<file path="config.mk">
export PLATFORM = sky130hd
export DESIGN_NAME = crypto_issue_sched
export DESIGN_NICKNAME = d
export VERILOG_FILES = /design/src/rtl/crypto_issue_sched.sv
export SDC_FILE = /design/constraint.sdc
export NUM_CORES = 1
export LEC_CHECK = 0
export BUFFER_PORTS_ARGS = -buffer_cell sky130_fd_sc_hd__buf_4
export CAP_MARGIN = 5
export CORE_AREA = 5 5 137 139
export DETAILED_ROUTE_END_ITERATION = 7
export DIE_AREA = 0 0 142 144
export PLACE_DENSITY = 0.76
export RECOVER_POWER = 25
export SYNTH_ARGS = -nofsm -noshare
export SYNTH_HDL_FRONTEND = slang
export SYNTH_SLANG_ARGS = --single-unit
</file>
<file path="constraint.sdc">
create_clock -name clk_i -period 2.61 [get_ports clk_i]
set_input_delay 0.6525 -clock clk_i [delete_from_list [all_inputs] [get_ports clk_i]]
set_output_delay 0.6525 -clock clk_i [all_outputs]
set_load 0.01 [all_outputs]
</file>
<file path="src/rtl/crypto_issue_sched.sv">
// Single-issue scheduler for the crypto extension units: it latches one instruction, dispatches
// it to the ROR, ASCON or ChaCha unit, and returns a single result with a watchdog on slow units.
module crypto_issue_sched #(
  parameter int unsigned XLEN          = 32,
  parameter int unsigned IdWidth       = 4,
  parameter int unsigned TimeoutCycles = 64
) (
  input  logic               clk_i,
  input  logic               rst_i,

  input  logic               issue_valid_i,
  output logic               issue_ready_o,
  input  logic [3:0]         issue_opcode_i,
  input  logic [IdWidth-1:0] issue_id_i,
  input  logic [4:0]         issue_rd_i,
  input  logic [XLEN-1:0]    issue_rs1_i,
  input  logic [XLEN-1:0]    issue_rs2_i,
  input  logic [XLEN-1:0]    issue_rs3_i,

  output logic [XLEN-1:0]    op_a_o,
  output logic [XLEN-1:0]    op_b_o,
  output logic [XLEN-1:0]    op_c_o,
  output logic               ror_hi_o,
  input  logic [XLEN-1:0]    ror_result_i,

  output logic               asc_start_o,
  input  logic               asc_done_i,
  input  logic [XLEN-1:0]    asc_result_i,
  output logic               cha_start_o,
  input  logic               cha_done_i,
  input  logic [XLEN-1:0]    cha_result_i,
  output logic               abort_o,

  output logic               result_valid_o,
  input  logic               result_ready_i,
  output logic [IdWidth-1:0] result_id_o,
  output logic [4:0]         result_rd_o,
  output logic [XLEN-1:0]    result_data_o,
  output logic               result_we_o,
  output logic               result_err_o,

  input  logic               flush_i,
  output logic               busy_o
);

  localparam int unsigned WdWidth = $clog2(TimeoutCycles + 1);
  localparam logic [WdWidth-1:0] WdLast = WdWidth'(TimeoutCycles - 1);

  localparam logic [3:0] OpNop    = 4'd1;
  localparam logic [3:0] OpRorH   = 4'd2;
  localparam logic [3:0] OpRorL   = 4'd3;
  localparam logic [3:0] OpAscon  = 4'd4;
  localparam logic [3:0] OpChacha = 4'd5;

  typedef enum logic [1:0] {StIdle, StFast, StSlow, StResp} state_e;

  state_e             state;
  logic [WdWidth-1:0] wdog;
  logic               sel_cha;
  logic               handshake;
  logic               sel_done;
  logic [XLEN-1:0]    sel_result;

  // Issue is also held off while reset is asserted so nothing is accepted into a resetting core.
  assign issue_ready_o = (state == StIdle) && !flush_i && !rst_i;
  assign handshake     = issue_valid_i && issue_ready_o;
  assign busy_o        = (state != StIdle);
  assign sel_done      = sel_cha ? cha_done_i : asc_done_i;
  assign sel_result    = sel_cha ? cha_result_i : asc_result_i;

  always_ff @(posedge clk_i) begin
    if (rst_i) begin
      state          <= StIdle;
      wdog           <= '0;
      sel_cha        <= 1'b0;
      op_a_o         <= '0;
      op_b_o         <= '0;
      op_c_o         <= '0;
      ror_hi_o       <= 1'b0;
      asc_start_o    <= 1'b0;
      cha_start_o    <= 1'b0;
      abort_o        <= 1'b0;
      result_valid_o <= 1'b0;
      result_id_o    <= '0;
      result_rd_o    <= '0;
      result_data_o  <= '0;
      result_we_o    <= 1'b0;
      result_err_o   <= 1'b0;
    end else begin
      asc_start_o <= 1'b0;
      cha_start_o <= 1'b0;
      abort_o     <= 1'b0;
      unique case (state)
        StIdle: begin
          if (handshake) begin
            result_id_o   <= issue_id_i;
            result_rd_o   <= issue_rd_i;
            op_a_o        <= issue_rs1_i;
            op_b_o        <= issue_rs2_i;
            op_c_o        <= issue_rs3_i;
            ror_hi_o      <= (issue_opcode_i == OpRorH);
            sel_cha       <= (issue_opcode_i == OpChacha);
            wdog          <= '0;
            result_data_o <= '0;
            result_we_o   <= 1'b0;
            result_err_o  <= 1'b0;
            case (issue_opcode_i)
              OpNop: begin
                state          <= StResp;
                result_valid_o <= 1'b1;
              end
              OpRorH, OpRorL: state <= StFast;
              OpAscon: begin
                state       <= StSlow;
                asc_start_o <= 1'b1;
              end
              OpChacha: begin
                state       <= StSlow;
                cha_start_o <= 1'b1;
              end
              default: begin
                state          <= StResp;
                result_valid_o <= 1'b1;
                result_err_o   <= 1'b1;
              end
            endcase
          end
        end
        StFast: begin
          if (flush_i) begin
            abort_o <= 1'b1;
            state   <= StIdle;
          end else begin
            result_data_o  <= ror_result_i;
            result_we_o    <= 1'b1;
            result_valid_o <= 1'b1;
            state          <= StResp;
          end
        end
        StSlow: begin
          // Priority: flush, then unit completion, then watchdog expiry.
          if (flush_i) begin
            abort_o <= 1'b1;
            state   <= StIdle;
          end else if (sel_done) begin
            result_data_o  <= sel_result;
            result_we_o    <= 1'b1;
            result_valid_o <= 1'b1;
            state          <= StResp;
          end else if (wdog == WdLast) begin
            result_err_o   <= 1'b1;
            result_valid_o <= 1'b1;
            abort_o        <= 1'b1;
            state          <= StResp;
          end else begin
            wdog <= wdog + WdWidth'(1);
          end
        end
        StResp: begin
          if (flush_i || result_ready_i) begin
            result_valid_o <= 1'b0;
            state          <= StIdle;
          end
        end
        default: state <= StIdle;
      endcase
    end
  end

endmodule
</file>
Yosys cells after proc, flatten, opt, wreduce, memory -nomap -nowiden
Index checks and enable logic that the tools add are counted.
Word-level totals
  bits in registers: 154
  bits in latches: 0
  RAM bits: 0
  ROM bits: 0
  input bits: 212
  output and inout port bits: 146
  logic and storage cells: 104
  memories kept: 0
Cells by class
  add/subtract/negate cells: 1
  multiply operators: 0
  div/mod/pow operators: 0
  $lt $le $gt $ge: 0
  eq/ne operators: 20
  shifts and indexed selects: 0
  mux-type cells: 44
  bitwise operators: 2
  reduce and logical (&&, ||, !) cells: 21
Operator list (number)
  2-to-1 mux 32 bit: 5
  one-hot mux 32 bit (3 select lines): 1
  2-to-1 mux 7 bit: 4
  2-to-1 mux 1 bit: 21
  != test 2 bit, second input constant: 9
  AND reduction 5 bit: 3
  one-hot mux 7 bit (2 select lines): 1
  2-to-1 mux 2 bit: 6
  == test 4 x 2 -> 1 bit, second input constant: 2
  == test 4 x 3 -> 1 bit, second input constant: 2
  one-hot mux 2 bit (4 select lines): 1
  adder 7 x 1 -> 7 bit, second input constant: 1
  == test 7 x 6 -> 1 bit, second input constant: 1
  AND reduction 6 bit: 1
  OR reduction 5 bit: 1
  == test 2 bit, second input constant: 2
  == test 4 x 1 -> 1 bit, second input constant: 1
  != test 4 bit, second input constant: 1
  one-hot mux 1 bit (2 select lines): 2
  one-hot mux 1 bit (4 select lines): 1
  one-hot mux 2 bit (2 select lines): 1
  nonzero test 2 bit: 2
  OR reduction 2 bit: 2
  OR reduction 4 bit: 1
  other kinds (12): 16

Longest topological paths before layout
  word-level depth: 6
  mapped depth: 8
  gate-level depth less buffers: 6

Worst setup path before layout
No wires, ideal clock.
  kind: input -> output
  from: in rst_i
  to: out issue_ready_o
  arrival time: 1.253 ns
  required time: 1.957 ns
  setup slack: 0.705 ns
  stages on the path: 3
  buffers on the path: 2
  path through: buf_2 clkbuf_1 nor3_1
Between the ends
  cells in the longest elaborated chain, start to end: 2
RTL lines
  start: declaration: line 9  | input logic rst_i,
  logical NOT 1 bit: line 65  | assign issue_ready_o = (state == StIdle) && !flush_i && !rst_i;
  logical AND 1 bit: line 65
  end: declaration: line 12  | output logic issue_ready_o,
No other way between the ends.

Worst setup path after layout
  from: reg state[0]
  to: out issue_ready_o
Between the ends
  cells in the longest elaborated chain, start to end: 3
RTL lines
  start: declaration: line 57  | state_e state;
  start signal: assignment: line 73  | state <= StIdle;
  start signal: assignment: line 109  | state <= StResp;
  start signal: assignment: line 112  | OpRorH, OpRorL: state <= StFast;
  logical NOT 2 bit: line 65
  logical AND 1 bit (2 in a row): line 65
No other way between the ends.

==> metrics.txt <==
initial antenna violation count 0; global-route usage over all layers 0.197; synthesized area 6290 µm²; Port Buffers 357; Hold Slack 426 ps; chip height 144 µm; Slew Limit Fails 0; postcts setup bufs 0; Max Clk Rate 413 MHz; row count 49; DR vias 6561; Period minus WS final 2420 ps; DR DRC count 0; area growth from synthesis to layout 51.0%; vias in the first global route 6406; TritonCTS clock tree built; Power Dens Cells 738 nW/µm²; Critical Path Sink Type primary output; total gr overflow 0; register bit total from synthesis 154; Tcrit/Tclk final 0.929; Final setup viols 0; Initial DRC Count 312; Clk pin slew, worst setup/hold paths 70 ps; YS warnings 0; Synth Net Count 981; Crit Path Max Fanout 8; Hold-fix buffers, CTS 0; die area 20400 µm²; average wire per standard cell 16.0 µm; leakage power 3.78 nW; final core occ 0.541; starting density of the core 0.359; worst endpoint required time 1960 ps; RSZ-0062 raised after global routing false; Final Power 0.00701 W; Detail Route Antenna Nets 0; final wirelength 21300 µm; CP startpoint kind flop; DR vias/cell 4.93; Slew headroom 0.296; Root Buffer clkbuf_16; maxcap violations 0; share of post-route cells with drive strength above 1 0.306; Die X 142 µm; CTS Sinks 154; routability cong. 0.859; Final Hold Viols 0; CTS buffer count 17; H-tree Lvls 4; Yosys top cell by area dfxtp_1; Least-Margin Pin Slew 1060 ps; Synth Flop Type dfxtp_1; fraction of registers with async set/reset 0; DP HPWL 15800 µm; Fin Setup TNS 0 ps; Crit Path Category flop to primary output; Pre-antenna DRT Iters 6; worst-skew pair later-pin latency 430 ps; crit path DAT 1770 ps; count leader, synth nand2_1; Fillers 1701; diode count 0; Post-synth EDFFs 0; CORE AREA 17500 µm²; clock skew 15.4 ps; top post-synthesis cells by count nand2_1, dfxtp_1, a21oi_1; synthesized netlist cell count 762; Area contributors post-synth dfxtp_1, nand2_1, a21oi_1; Cell variety after synth 49; # IOs 358; register area share after synthesis 0.490; Max IR drop VDD 446 µV; # nets final 1309; Clock Path Buffers 2; status finished, final reports clean; largest net degree at the start of global routing 105; Synth top area share 0.490; Mean Syn Cell Area 8.25 µm²; worst hold path class input port to flop; first-pass GRT wire length 32200 µm
## cell families (layout without fill, tap and decap cells)
family                     after synthesis  in the layout  share of synthesized area
and+or+nand+nor                        295            295                      0.191
xor gates and xnor gates                 1              1                    0.00139
adders and majority gates                7              7                     0.0139
DFF                                    154            154                      0.490
buffers and inverters                   65            406                     0.0464
AOI/OAI and AO/OA                      206            206                      0.201
muxes                                   34             34                     0.0563
## layer usage
layer / up-vias / routed length [µm] / track usage
met5: - / 0 / 0
met3: 46 / 2280 / 0.0820
met2: 291 / 10200 / 0.335
met1: 2962 / 8040 / 0.213
met4: 0 / 736 / 0.0949
li1: 3262 / - / -
## sequential cells by signal, summed over array words and instances, names as in the netlist
signal	cells
op_a_o	32
op_b_o	32
op_c_o	32
result_data_o	32
wdog	7
result_rd_o	5
result_id_o	4
state	2
abort_o	1
asc_start_o	1
cha_start_o	1
result_err_o	1
result_valid_o	1
result_we_o	1
ror_hi_o	1
sel_cha	1
## critical path, cell delays in order (launching register included)
cell and delay (ps):
dfxtp_1 350, inv_1 150, ha_2 310, inv_1 100, nor3_2 270, buf_4 180
## final timing paths
check / cells after the start / slack (ps) / start / end
min: 2 / 430 / issue_opcode_i[0] / asc_start_o
max reg2reg: 6 / 480 / state[0] / state[1]
max: 5 / 190 / state[0] / issue_ready_o
min reg2reg: 2 / 450 / op_a_o[24] / op_a_o[24]
## metrics by stage
step           worst slack (ps)  std cells  area [µm²]
2_1_floorplan               705        762        6290
6_report                    186       1332        9490
5_1_grt                    96.7       1332        9490
3_5_place_dp                339       1300        9110
4_1_cts                    25.7       1332        9770
3_3_place_gp                399       1300        9110
## power by group
part	leakage (nW)	switching, W	internal, W
sequential	1.25	0.000109	0.00254
clock	0.318	0.00109	0.00164
combinational	2.21	0.000939	0.000693
total	3.78	0.00213	0.00487
## layout make-up
class,count,area [µm²],share of cell area
timing repair buffer,367,2500,0.264
sequential,154,3080,0.325
clock buffer,17,425,0.0448
tap,229,287,0.0302
multi-input combinational,543,2940,0.310
clock inverter,15,226,0.0239
inverter,7,26.3,0.00277
## cells in the final DEF, fill, tap and decap left out, drive strengths merged, types with 4 or more instances in the layout
cell	instances
buf	293
nand2	225
dfxtp	154
a21oi	144
clkbuf	91
nor2	38
mux2i	33
o2bb2ai	32
inv	15
ha	7
nand3	6
o21ai	4
a211oi	4
bufinv	4
nor3	4
a31oi	4
## what timing repair did
item                                    CTS  global route
resized for setup                         1             1
hold endpoints to repair                  0             0
pin swaps                                 0             0
endpoints found under the setup margin    1             1
Note: power is estimated with default switching activity, not from simulation.
